===== src/rtl/muldiv_sequencer.sv =====
// rtl/muldiv_sequencer.sv - load/step/write sequencer for the iterative multiplier and divider
module muldiv_sequencer #(
    parameter int MULT_CYCLES = 32,
    parameter int DIV_CYCLES  = 32,
    parameter int CNT_W       = 6
) (
    input  logic             clk,
    input  logic             reset,
    input  logic             start_mult,
    input  logic             start_div,
    input  logic             div_zero,
    output logic             busy,
    output logic             load_en,
    output logic             step_en,
    output logic             op_div,
    output logic             hilo_write,
    output logic             done,
    output logic             div_zero_exc,
    output logic [CNT_W-1:0] iter_cnt
);

    typedef enum logic [2:0] {
        S_IDLE  = 3'd0,
        S_LOAD  = 3'd1,
        S_RUN   = 3'd2,
        S_WRITE = 3'd3,
        S_EXC   = 3'd4
    } state_t;

    localparam logic [CNT_W-1:0] MULT_LAST = CNT_W'(MULT_CYCLES - 1);
    localparam logic [CNT_W-1:0] DIV_LAST  = CNT_W'(DIV_CYCLES - 1);

    state_t           state_q, state_d;
    logic             op_div_q, op_div_d;
    logic [CNT_W-1:0] cnt_q, cnt_d;
    logic [CNT_W-1:0] last_cnt;

    assign last_cnt = op_div_q ? DIV_LAST : MULT_LAST;

    always_ff @(posedge clk) begin
        if (!reset) begin
            state_q  <= S_IDLE;
            op_div_q <= 1'b0;
            cnt_q    <= '0;
        end else begin
            state_q  <= state_d;
            op_div_q <= op_div_d;
            cnt_q    <= cnt_d;
        end
    end

    // Multiply takes priority; a divide by zero skips the unit entirely so HI/LO stay intact.
    always_comb begin
        state_d  = state_q;
        op_div_d = op_div_q;
        cnt_d    = cnt_q;
        case (state_q)
            S_IDLE: begin
                if (start_mult) begin
                    state_d  = S_LOAD;
                    op_div_d = 1'b0;
                end else if (start_div) begin
                    if (div_zero) begin
                        state_d = S_EXC;
                    end else begin
                        state_d  = S_LOAD;
                        op_div_d = 1'b1;
                    end
                end
            end
            S_LOAD: begin
                cnt_d   = '0;
                state_d = S_RUN;
            end
            S_RUN: begin
                cnt_d = cnt_q + CNT_W'(1);
                if (cnt_q == last_cnt) begin
                    state_d = S_WRITE;
                end
            end
            S_WRITE: state_d = S_IDLE;
            S_EXC:   state_d = S_IDLE;
            default: state_d = S_IDLE;
        endcase
    end

    assign busy         = (state_q != S_IDLE);
    assign load_en      = (state_q == S_LOAD);
    assign step_en      = (state_q == S_RUN);
    assign hilo_write   = (state_q == S_WRITE);
    assign done         = (state_q == S_WRITE);
    assign div_zero_exc = (state_q == S_EXC);
    assign op_div       = op_div_q;
    assign iter_cnt     = cnt_q;

endmodule

===== config.mk =====
export PLATFORM = sky130hd
export DESIGN_NAME = muldiv_sequencer
export DESIGN_NICKNAME = d
export VERILOG_FILES = /design/src/rtl/muldiv_sequencer.sv
export SDC_FILE = /design/constraint.sdc
export NUM_CORES = 1
export LEC_CHECK = 0
export CAP_MARGIN = 40
export CORE_AREA = 2 2 39 41
export DETAILED_ROUTE_END_ITERATION = 12
export DIE_AREA = 0 0 41 43
export PLACE_DENSITY_LB_ADDON = 0.2
export SYNTH_ARGS = -nofsm -noshare
export SYNTH_HDL_FRONTEND = slang
export SYNTH_SLANG_ARGS = --single-unit

===== constraint.sdc =====
create_clock -name clk -period 1.38 [get_ports clk]
set_input_delay 0.138 -clock clk [delete_from_list [all_inputs] [get_ports clk]]
set_output_delay 0.138 -clock clk [all_outputs]
set_load 0.05 [all_outputs]

==> results of run 1 <==
cell usage in the layout (no fill, tap or decap), types with 2 or more instances in the layout:
master,instances
a21oi_1,6
and2_1,2
buf_12,12
buf_4,11
clkbuf_4,3
clkdlybuf4s50_1,4
dfxtp_1,3
dfxtp_2,2
dfxtp_4,5
inv_1,3
nand2_1,2
nand4b_1,2
nor2_1,3
nor3_1,2
nor3b_4,2
o21ai_0,3
cells in the mapped netlist, drive strengths merged:
master / n / area, um2
o22ai: 1 / 6.26
o311ai: 1 / 8.76
xnor2: 1 / 8.76
nand4: 1 / 6.26
nor3b: 2 / 15.0
nor2: 4 / 15.0
and2: 3 / 18.8
or3b: 1 / 8.76
a31oi: 1 / 6.26
mux2: 1 / 11.3
nor2b: 1 / 6.26
a22o: 1 / 8.76
and3: 1 / 6.26
nor3: 4 / 20.0
or4b: 1 / 10.0
a211oi: 1 / 7.51
a21oi: 6 / 30.0
nand3: 2 / 10.0
dfxtp: 10 / 200
inv: 4 / 15.0
xor2: 1 / 8.76
nand4b: 2 / 17.5
nor4bb: 1 / 10.0
nand2: 2 / 7.51
o21ai: 3 / 15.0
buf: 4 / 31.3
ha: 1 / 12.5
o211ai: 1 / 7.51
o31ai: 1 / 7.51
nand2b: 1 / 6.26
area by class of cell:
class / count / area share (%)
Clock buffer: 4 / 2.56
Inverter: 4 / 1.46
Multi-Input combinational cell: 46 / 35.6
Sequential cell: 10 / 21.6
Tap cell: 16 / 1.95
Timing Repair Buffer: 29 / 36.9
worst min path at each step:
stage | start | cells past startpoint | slack, ns | end
after CTS | start_div | 3 | 0.46 | state_q[2]
final | start_div | 3 | 0.46 | state_q[2]
after detailed placement | op_div | 2 | 0.51 | op_div
after global placement | op_div | 2 | 0.51 | op_div
after floorplan | start_mult | 1 | 0.23 | op_div
after global routing | start_div | 3 | 0.49 | state_q[2]
critical path, stage by stage (launching register included):
cell	delay (ns)
dfxtp_4	0.39
ha_4	0.16
nand3_4	0.08
or4b_1	0.49
a31oi_1	0.19
per-layer routing:
layer,vias to the layer above,routed length (um)
li1,293,-
met1,282,695
met2,14,811
met3,0,50
met4,0,0
met5,-,0
power by group through the flow:
stage,logic (mW),registers [mW],clock network [mW]
floorplan,0.226,0.363,0
global placement,0.411,0.357,0
detailed placement,0.416,0.358,0
CTS,0.432,0.357,0.223
global route,0.516,0.356,0.243
finish,0.486,0.352,0.216
through the flow:
step	utilization, %	hold slack, ns
5_1_grt	74.2	0.490
6_report	74.2	0.457
4_1_cts	68.3	0.457
3_5_place_dp	64.6	0.511
2_1_floorplan	-	0.235
3_3_place_gp	64.6	0.509
cell families after synthesis:
kind of cell               synth area share, %
DFF                                       36.9
adders and majority gates                 2.30
muxes                                     2.07
xor gates and xnor gates                  3.23
AOI/OAI and AO/OA                         18.0
and+or+nand+nor                           29.0
buffers and inverters                     8.52
sequential cells by signal (all words and copies together) (netlist names):
name	flops
state_q	3
op_div	1
iter_cnt	6
repair_timing:
item / CTS / global route
hold buffers: 0 / 0
buffers inserted: 1 / 7
gates resized for setup: 5 / 8
pin swaps: 1 / 3
endpoints found under the setup margin: 5 / 6
gates cloned: 0 / 0
==> impl_metrics.env, run 1 <==
export IMPL_status="finished clean"
export IMPL_finalClockSkew_ns=0.00217
export IMPL_fillers=104
export IMPL_fin_area_um2=1030
export IMPL_num_vias=589
export IMPL_grt_max_degree=14
export IMPL_r2r_slack_ns=0.007
export IMPL_area_delta_synth_final_pct=89.2
export IMPL_worstPathArrival_ns=1.56
export IMPL_ir_drop_mv=0.986
export IMPL_power_density_nw_per_um2=1030
export IMPL_ys_warn_count=0
export IMPL_dp_slack_ns=0.0656
export IMPL_met2_usage_pct=27.5
export IMPL_crit_path_end_kind="flop"
export IMPL_hold_viol=0
export IMPL_clock_path_buffers=2
export IMPL_die_area_um2=1760
export IMPL_drcViolationCount=0
export IMPL_viasPerCell=5.40
export IMPL_switching_share_pct=36.9
export IMPL_rsz0062_at_grt="yes"
export IMPL_synth_area_um2=543
export IMPL_wl_per_cell_um=14.3
export IMPL_hpwl_um=1020
export IMPL_fin_nets=100
export IMPL_place_congestion=0.811
export IMPL_cts_tree="done"
export IMPL_min_path_type="in2reg"
export IMPL_syn_inst=64
export IMPL_clock_sinks=10
export IMPL_syn_area_per_cell_um2=8.48
export IMPL_combPwrFrac_pct=46.1
export IMPL_ioPinCount=18
export IMPL_start_kind="flop"
export IMPL_grt_pass1_wl_um=2280
export IMPL_multi_input_comb_area_um2=365
export IMPL_finalPower_mw=1.05
export IMPL_synth_seq_area_share_pct=36.9
export IMPL_startpoint="iter_cnt[1]"
export IMPL_path_class="reg2reg"
export IMPL_fin_cells=109
export IMPL_cts_root_buf="clkbuf_4"
export IMPL_cts_buffers=3
export IMPL_syn_nets=70
export IMPL_track_usage_pct=19.3
export IMPL_internal_power_mw=0.665
export IMPL_port_buffer_count=17
export IMPL_drt_pass1_iter_count=4
export IMPL_die_height_um=43
export IMPL_setup_viol=0
export IMPL_rows=14
export IMPL_dpl_cell_count=97
export IMPL_period_share_pct=99.5
export IMPL_htree_levels=1
export IMPL_endpoint="iter_cnt[4]"
export IMPL_reg2reg_to="iter_cnt[4]"
export IMPL_grt_ovfl_total=0
export IMPL_wl_um=1560
export IMPL_antenna_found_initial=0
export IMPL_worst_path_max_fanout=5
export IMPL_start_util_pct=39.2
export IMPL_final_antenna_net_count=0
export IMPL_clk_latency_ns=0.26
export IMPL_r2r_start="iter_cnt[1]"
export IMPL_met3_usage_pct=6.28
export IMPL_netlist_cell_type_count=33
export IMPL_ys_seq_elements=10
export IMPL_top_usage_layer="met2"
export IMPL_placed_cell_area_um2=895
export IMPL_worstMarginPinSlew_ns=0.300
export IMPL_finalCriticalPeriod_ns=1.37
export IMPL_p_clk_share_pct=20.5
export IMPL_fin_setup_tns_ns=0
export IMPL_grt_use_met1_pct=27.0
export IMPL_fmax_ghz=0.729
export IMPL_slew_headroom_pct=79.7
export IMPL_r2r_cells=4
export IMPL_cellLeakagePower_nw=0.385
export IMPL_core_um2=1380
export IMPL_final_setup_worst_slack_ns=0.00748
export IMPL_grt_pass1_vias=527
export IMPL_p_sw_mw=0.389
export IMPL_drtIter0Drc=9
export IMPL_regArea_um2=221
export IMPL_clkTransAtPathRegs_ns=0.07
export IMPL_maxCapViolCount=0
export IMPL_worstPathRequired_ns=1.57
export IMPL_drive_gt1_share_pct=49.5
export IMPL_finalMaxSlewViolations=0
export IMPL_seqPwrFrac_pct=33.4
export IMPL_die_w_um=41
export IMPL_diodes=0
Power figures use the tool's default switching activity.
==> inputs of run 2 (changes only) <==
==> constraint.sdc (replaced) <==
create_clock -name clk -period 1.38 [get_ports clk]
set_input_delay 0.138 -clock clk [delete_from_list [all_inputs] [get_ports clk]]
set_output_delay 0.138 -clock clk [all_outputs]
set_load 0.01 [all_outputs]
==> impl_metrics.env, run 2 (synthesis gave the netlist of run 1 again) <==
export IMPL_seqPwrFrac_pct=35.9
export IMPL_status="finished clean"
export IMPL_fin_nets=105
export IMPL_hold_path_startpoint="start_div"
export IMPL_cellLeakagePower_nw=0.397
export IMPL_num_vias=603
export IMPL_start_util_pct=39.2
export IMPL_clkTransAtPathRegs_ns=0.07
export IMPL_combPwrFrac_pct=36.4
export IMPL_wl_um=1480
export IMPL_antenna_found_initial=0
export IMPL_clk_latency_ns=0.26
export IMPL_fillers=115
export IMPL_drt_pass1_iter_count=4
export IMPL_place_congestion=0.791
export IMPL_path_class="reg2out"
export IMPL_holdPathEnd="state_q[2]"
export IMPL_period_share_pct=96.0
export IMPL_grt_use_met1_pct=25.6
export IMPL_finalCriticalPeriod_ns=1.32
export IMPL_viasPerCell=5.29
export IMPL_die_height_um=43
export IMPL_p_sw_mw=0.282
export IMPL_switching_share_pct=29.5
export IMPL_diodes=0
export IMPL_hold_viol=0
export IMPL_r2r_cells=4
export IMPL_reg2reg_to="state_q[0]"
export IMPL_track_usage_pct=19.8
export IMPL_grt_ovfl_total=0
export IMPL_ir_drop_mv=0.672
export IMPL_fmax_ghz=0.755
export IMPL_worstPathArrival_ns=1.19
export IMPL_fin_cells=114
export IMPL_ctsHoldBuffers=0
export IMPL_largest_register_ffs=6
export IMPL_die_w_um=41
export IMPL_min_path_cells=3
export IMPL_top_usage_layer="met2"
export IMPL_setup_viol=0
export IMPL_r2r_start="iter_cnt[0]"
export IMPL_grt_pass1_wl_um=2370
export IMPL_core_um2=1380
export IMPL_clock_path_buffers=2
export IMPL_dp_slack_ns=-0.142
export IMPL_die_area_um2=1760
export IMPL_multi_input_comb_area_um2=343
export IMPL_placed_cell_area_um2=815
export IMPL_r2r_slack_ns=0.06
export IMPL_grt_max_degree=9
export IMPL_drcViolationCount=0
export IMPL_final_cell_mix="17 x buf_4, 7 x clkdlybuf4s50_1, 5 x a21oi_1, 5 x dlygate4sd2_1"
export IMPL_layout_commonest_cell="buf_4"
export IMPL_finalMaxSlewViolations=0
export IMPL_fin_area_um2=918
export IMPL_worstMarginPinSlew_ns=0.406
export IMPL_crit_path_end_kind="primary output"
export IMPL_worstPathRequired_ns=1.24
export IMPL_maxCapViolCount=0
export IMPL_p_clk_share_pct=27.7
export IMPL_drtIter0Drc=20
export IMPL_rows=14
export IMPL_clock_sinks=10
export IMPL_area_delta_synth_final_pct=69.1
export IMPL_met3_usage_pct=4.71
export IMPL_slew_headroom_pct=72.6
export IMPL_cts_buffers=3
export IMPL_cts_tree="done"
export IMPL_port_buffer_count=17
export IMPL_internal_power_mw=0.673
export IMPL_power_density_nw_per_um2=1040
export IMPL_min_path_type="in2reg"
export IMPL_htree_levels=1
export IMPL_drive_gt1_share_pct=40.8
export IMPL_finalClockSkew_ns=0.00414
export IMPL_grt_pass1_vias=560
export IMPL_wl_per_cell_um=13.0
export IMPL_ioPinCount=18
export IMPL_regArea_um2=213
export IMPL_hpwl_um=1060
export IMPL_final_antenna_net_count=0
export IMPL_start_kind="flop"
export IMPL_cts_root_buf="clkbuf_4"
export IMPL_dpl_cell_count=108
export IMPL_final_setup_worst_slack_ns=0.0558
export IMPL_worst_path_max_fanout=6
export IMPL_met2_usage_pct=30.3
==> run 2: how the worst max path moves through the flow <==
stage,startpoint,to,slack (ns),cells after the start
floorplan,iter_cnt[0],iter_cnt[4],0.03,4
global placement,state_q[0],load_en,-0.07,2
detailed placement,state_q[0],load_en,-0.14,2
CTS,state_q[0],busy,-0.05,4
global route,state_q[1],done,-0.01,3
finish,state_q[1],div_zero_exc,0.06,3
==> run 2: power by group through the flow <==
stage               logic [mW]  clock network [mW]  registers [mW]
finish                   0.348               0.264           0.343
floorplan                0.139                   0           0.333
CTS                      0.307               0.273           0.341
detailed placement       0.314                   0           0.338
global route             0.375               0.303           0.345
global placement         0.310                   0           0.337
==> run 2: layout make-up <==
cell class	instances	area share, %
multi-input cells	46	37.3
repair buffers	34	31.7
flip-flops and latches	10	23.2
clock buffers	4	3.95
well taps	16	2.18
inverters	4	1.63
==> run 2: through the flow <==
step	hold WS, ns	setup TNS, ns	utilization [%]	power, mW
6_report	0.434	0	66.4	0.955
5_1_grt	0.477	-0.0305	66.4	1.02
4_1_cts	0.431	-0.0464	62.7	0.921
3_5_place_dp	0.498	-0.386	58.9	0.653
3_3_place_gp	0.501	-0.225	58.9	0.648
2_1_floorplan	0.235	0	-	0.472
==> run 2: metal layers <==
| metal | part of all wire [%] | wire [um] | vias up |
|---|---|---|---|
| li1 | - | - | 301 |
| met1 | 43 | 635 | 285 |
| met2 | 52 | 768 | 15 |
| met3 | 4.3 | 64 | 2 |
| met4 | 0.68 | 10 | 0 |
| met5 | 0 | 0 | - |
==> run 2: critical path, cell delays in order (launching register included) <==
cell and delay [ns]:
dfxtp_4 0.38, nor2_1 0.13, and2_1 0.15, dlygate4sd2_1 0.27
==> run 2: timing repair <==
action,4_1_cts,5_1_grt
pin swaps,0,1
gates resized for setup,21,14
setup endpoints to repair,11,13
buffers inserted,0,2
==> inputs of run 3 (changes only) <==
--- a/config.mk
+++ b/config.mk
@@ -10,6 +10,7 @@
 export DETAILED_ROUTE_END_ITERATION = 12
 export DIE_AREA = 0 0 41 43
 export PLACE_DENSITY_LB_ADDON = 0.2
+export SKIP_LAST_GASP = 1
 export SYNTH_ARGS = -nofsm -noshare
 export SYNTH_HDL_FRONTEND = slang
 export SYNTH_SLANG_ARGS = --single-unit
==> impl_metrics.env, run 3 (synthesis gave the netlist of run 1 again) <==
export IMPL_track_usage_pct=19.8
export IMPL_grt_ovfl_total=0
export IMPL_critPathSlowestCell="or3b_2"
export IMPL_num_vias=611
export IMPL_placed_cell_area_um2=815
export IMPL_area_delta_synth_final_pct=67.7
export IMPL_min_path_type="in2reg"
export IMPL_grt_pass1_wl_um=2370
export IMPL_worstPathArrival_ns=1.54
export IMPL_die_w_um=41
export IMPL_ctsHoldBuffers=0
export IMPL_die_height_um=43
export IMPL_r2r_cells=4
export IMPL_clock_path_buffers=2
export IMPL_maxCapViolCount=0
export IMPL_wl_um=1510
export IMPL_cpPeakStageDelay_ns=0.48
export IMPL_drt_pass1_iter_count=4
export IMPL_grt_max_degree=9
export IMPL_die_area_um2=1760
export IMPL_ir_drop_mv=0.674
export IMPL_viasPerCell=5.36
export IMPL_finalPower_mw=0.960
export IMPL_hold_path_startpoint="start_div"
export IMPL_ioPinCount=18
export IMPL_path_class="reg2reg"
export IMPL_drtIter0Drc=17
export IMPL_period_share_pct=97.2
export IMPL_r2r_slack_ns=0.04
export IMPL_multi_input_comb_area_um2=338
export IMPL_min_path_cells=3
export IMPL_r2r_start="iter_cnt[0]"
export IMPL_rows=14
export IMPL_power_density_nw_per_um2=1050
export IMPL_worstPathRequired_ns=1.58
export IMPL_clock_sinks=10
export IMPL_clk_latency_ns=0.27
export IMPL_diodes=0
export IMPL_fin_nets=105
export IMPL_setup_viol=0
export IMPL_crit_path_end_kind="flop"
export IMPL_port_buffer_count=17
export IMPL_hold_slack_ns=0.429
export IMPL_grt_pass1_vias=560
export IMPL_clkTransAtPathRegs_ns=0.07
export IMPL_hold_viol=0
export IMPL_core_um2=1380
export IMPL_wl_per_cell_um=13.2
export IMPL_critPathBufInv=0
export IMPL_worst_path_max_fanout=3
export IMPL_cts_buffers=3
export IMPL_fin_area_um2=911
export IMPL_drive_gt1_share_pct=37.8
export IMPL_finalMaxSlewViolations=0
export IMPL_fmax_ghz=0.746
export IMPL_path_cells="ha_2 > nand3_1 > or3b_2 > a21oi_2"
export IMPL_final_cell_mix="17 x buf_4, 7 x clkdlybuf4s50_1, 5 x a21oi_1, 5 x dfxtp_1, 5 x dlygate4sd2_1"
export IMPL_finalCriticalPeriod_ns=1.34
export IMPL_status="finished clean"
export IMPL_place_congestion=0.791
export IMPL_cp_num_cells=4
export IMPL_antenna_found_initial=0
export IMPL_finalClockSkew_ns=0.00394
export IMPL_start_util_pct=39.2
export IMPL_drcViolationCount=0
export IMPL_cts_tree="done"
export IMPL_fillers=117
export IMPL_final_antenna_net_count=0
export IMPL_rsz0062_at_grt="yes"
export IMPL_reg2reg_to="state_q[0]"
export IMPL_worstMarginPinSlew_ns=0.404
export IMPL_crit_family="simple AND/OR/NAND/NOR gates"
export IMPL_htree_levels=1
export IMPL_hpwl_um=1060
export IMPL_slew_headroom_pct=72.7
export IMPL_regArea_um2=211
export IMPL_layout_commonest_cell="buf_4"
export IMPL_largest_register_ffs=6
export IMPL_cellLeakagePower_nw=0.397
export IMPL_cts_root_buf="clkbuf_4"
export IMPL_holdPathEnd="state_q[2]"
export IMPL_start_kind="flop"
[run 3: cell types whose count changed in the layout (fill, tap and decap cells not counted)]
cell	change
nand3_1	+1
nand3_2	-1
dfxtp_1	+1
clkdlybuf4s15_1	+1
clkdlybuf4s15_2	-1
dfxtp_2	-1
[run 3: timing repair]
item                                   in CTS  in global routing
resized for setup                          20                 12
setup endpoints to repair                  11                 13
endpoints found under the hold margin       0                  0
pin swaps                                   0                  1
buffers inserted                            0                  2
[run 3: metal layers]
layer	wire length [um]	track usage [%]
met1	654	25.6
met2	762	30.3
met5	0	0
met4	9	8.00
met3	81	4.71
[run 3: where the power goes]
part           internal (mW)  total (mW)  leakage [nW]  switching, mW
clock                  0.160       0.269        0.0210          0.109
combinational          0.201       0.348         0.292          0.147
sequential             0.312       0.343        0.0840         0.0309
[run 3: worst max path at each step]
stage                       end  slack (ns)        start
global route               done       -0.03   state_q[1]
finish               state_q[0]        0.04  iter_cnt[0]
floorplan           iter_cnt[4]        0.03  iter_cnt[0]
detailed placement      load_en       -0.14   state_q[0]
global placement        load_en       -0.07   state_q[0]
CTS                        busy       -0.05   state_q[0]
[run 3: final cells by class]
cell class | count | area share, %
timing repair buffer | 34 | 31.9
sequential | 10 | 23.2
inverter | 4 | 1.65
clock buffer | 4 | 3.98
tap | 16 | 2.20
multi-input combinational | 46 | 37.1
[run 3: through the flow]
| step | setup slack [ns] | cells | TNS [ns] | util, % |
|---|---|---|---|---|
| 5_1_grt | -0.0347 | 114 | -0.0998 | 65.8 |
| 3_3_place_gp | -0.0703 | 108 | -0.225 | 58.9 |
| 3_5_place_dp | -0.142 | 108 | -0.386 | 58.9 |
| 6_report | 0.0390 | 114 | 0 | 65.8 |
| 4_1_cts | -0.0464 | 112 | -0.0582 | 62.7 |
| 2_1_floorplan | 0.0302 | 64 | 0 | - |
[run 3: worst min-delay path: stages]
cell and delay, ns:
clkdlybuf4s50_1 0.41, nand4b_1 0.08, nor2_1 0.04
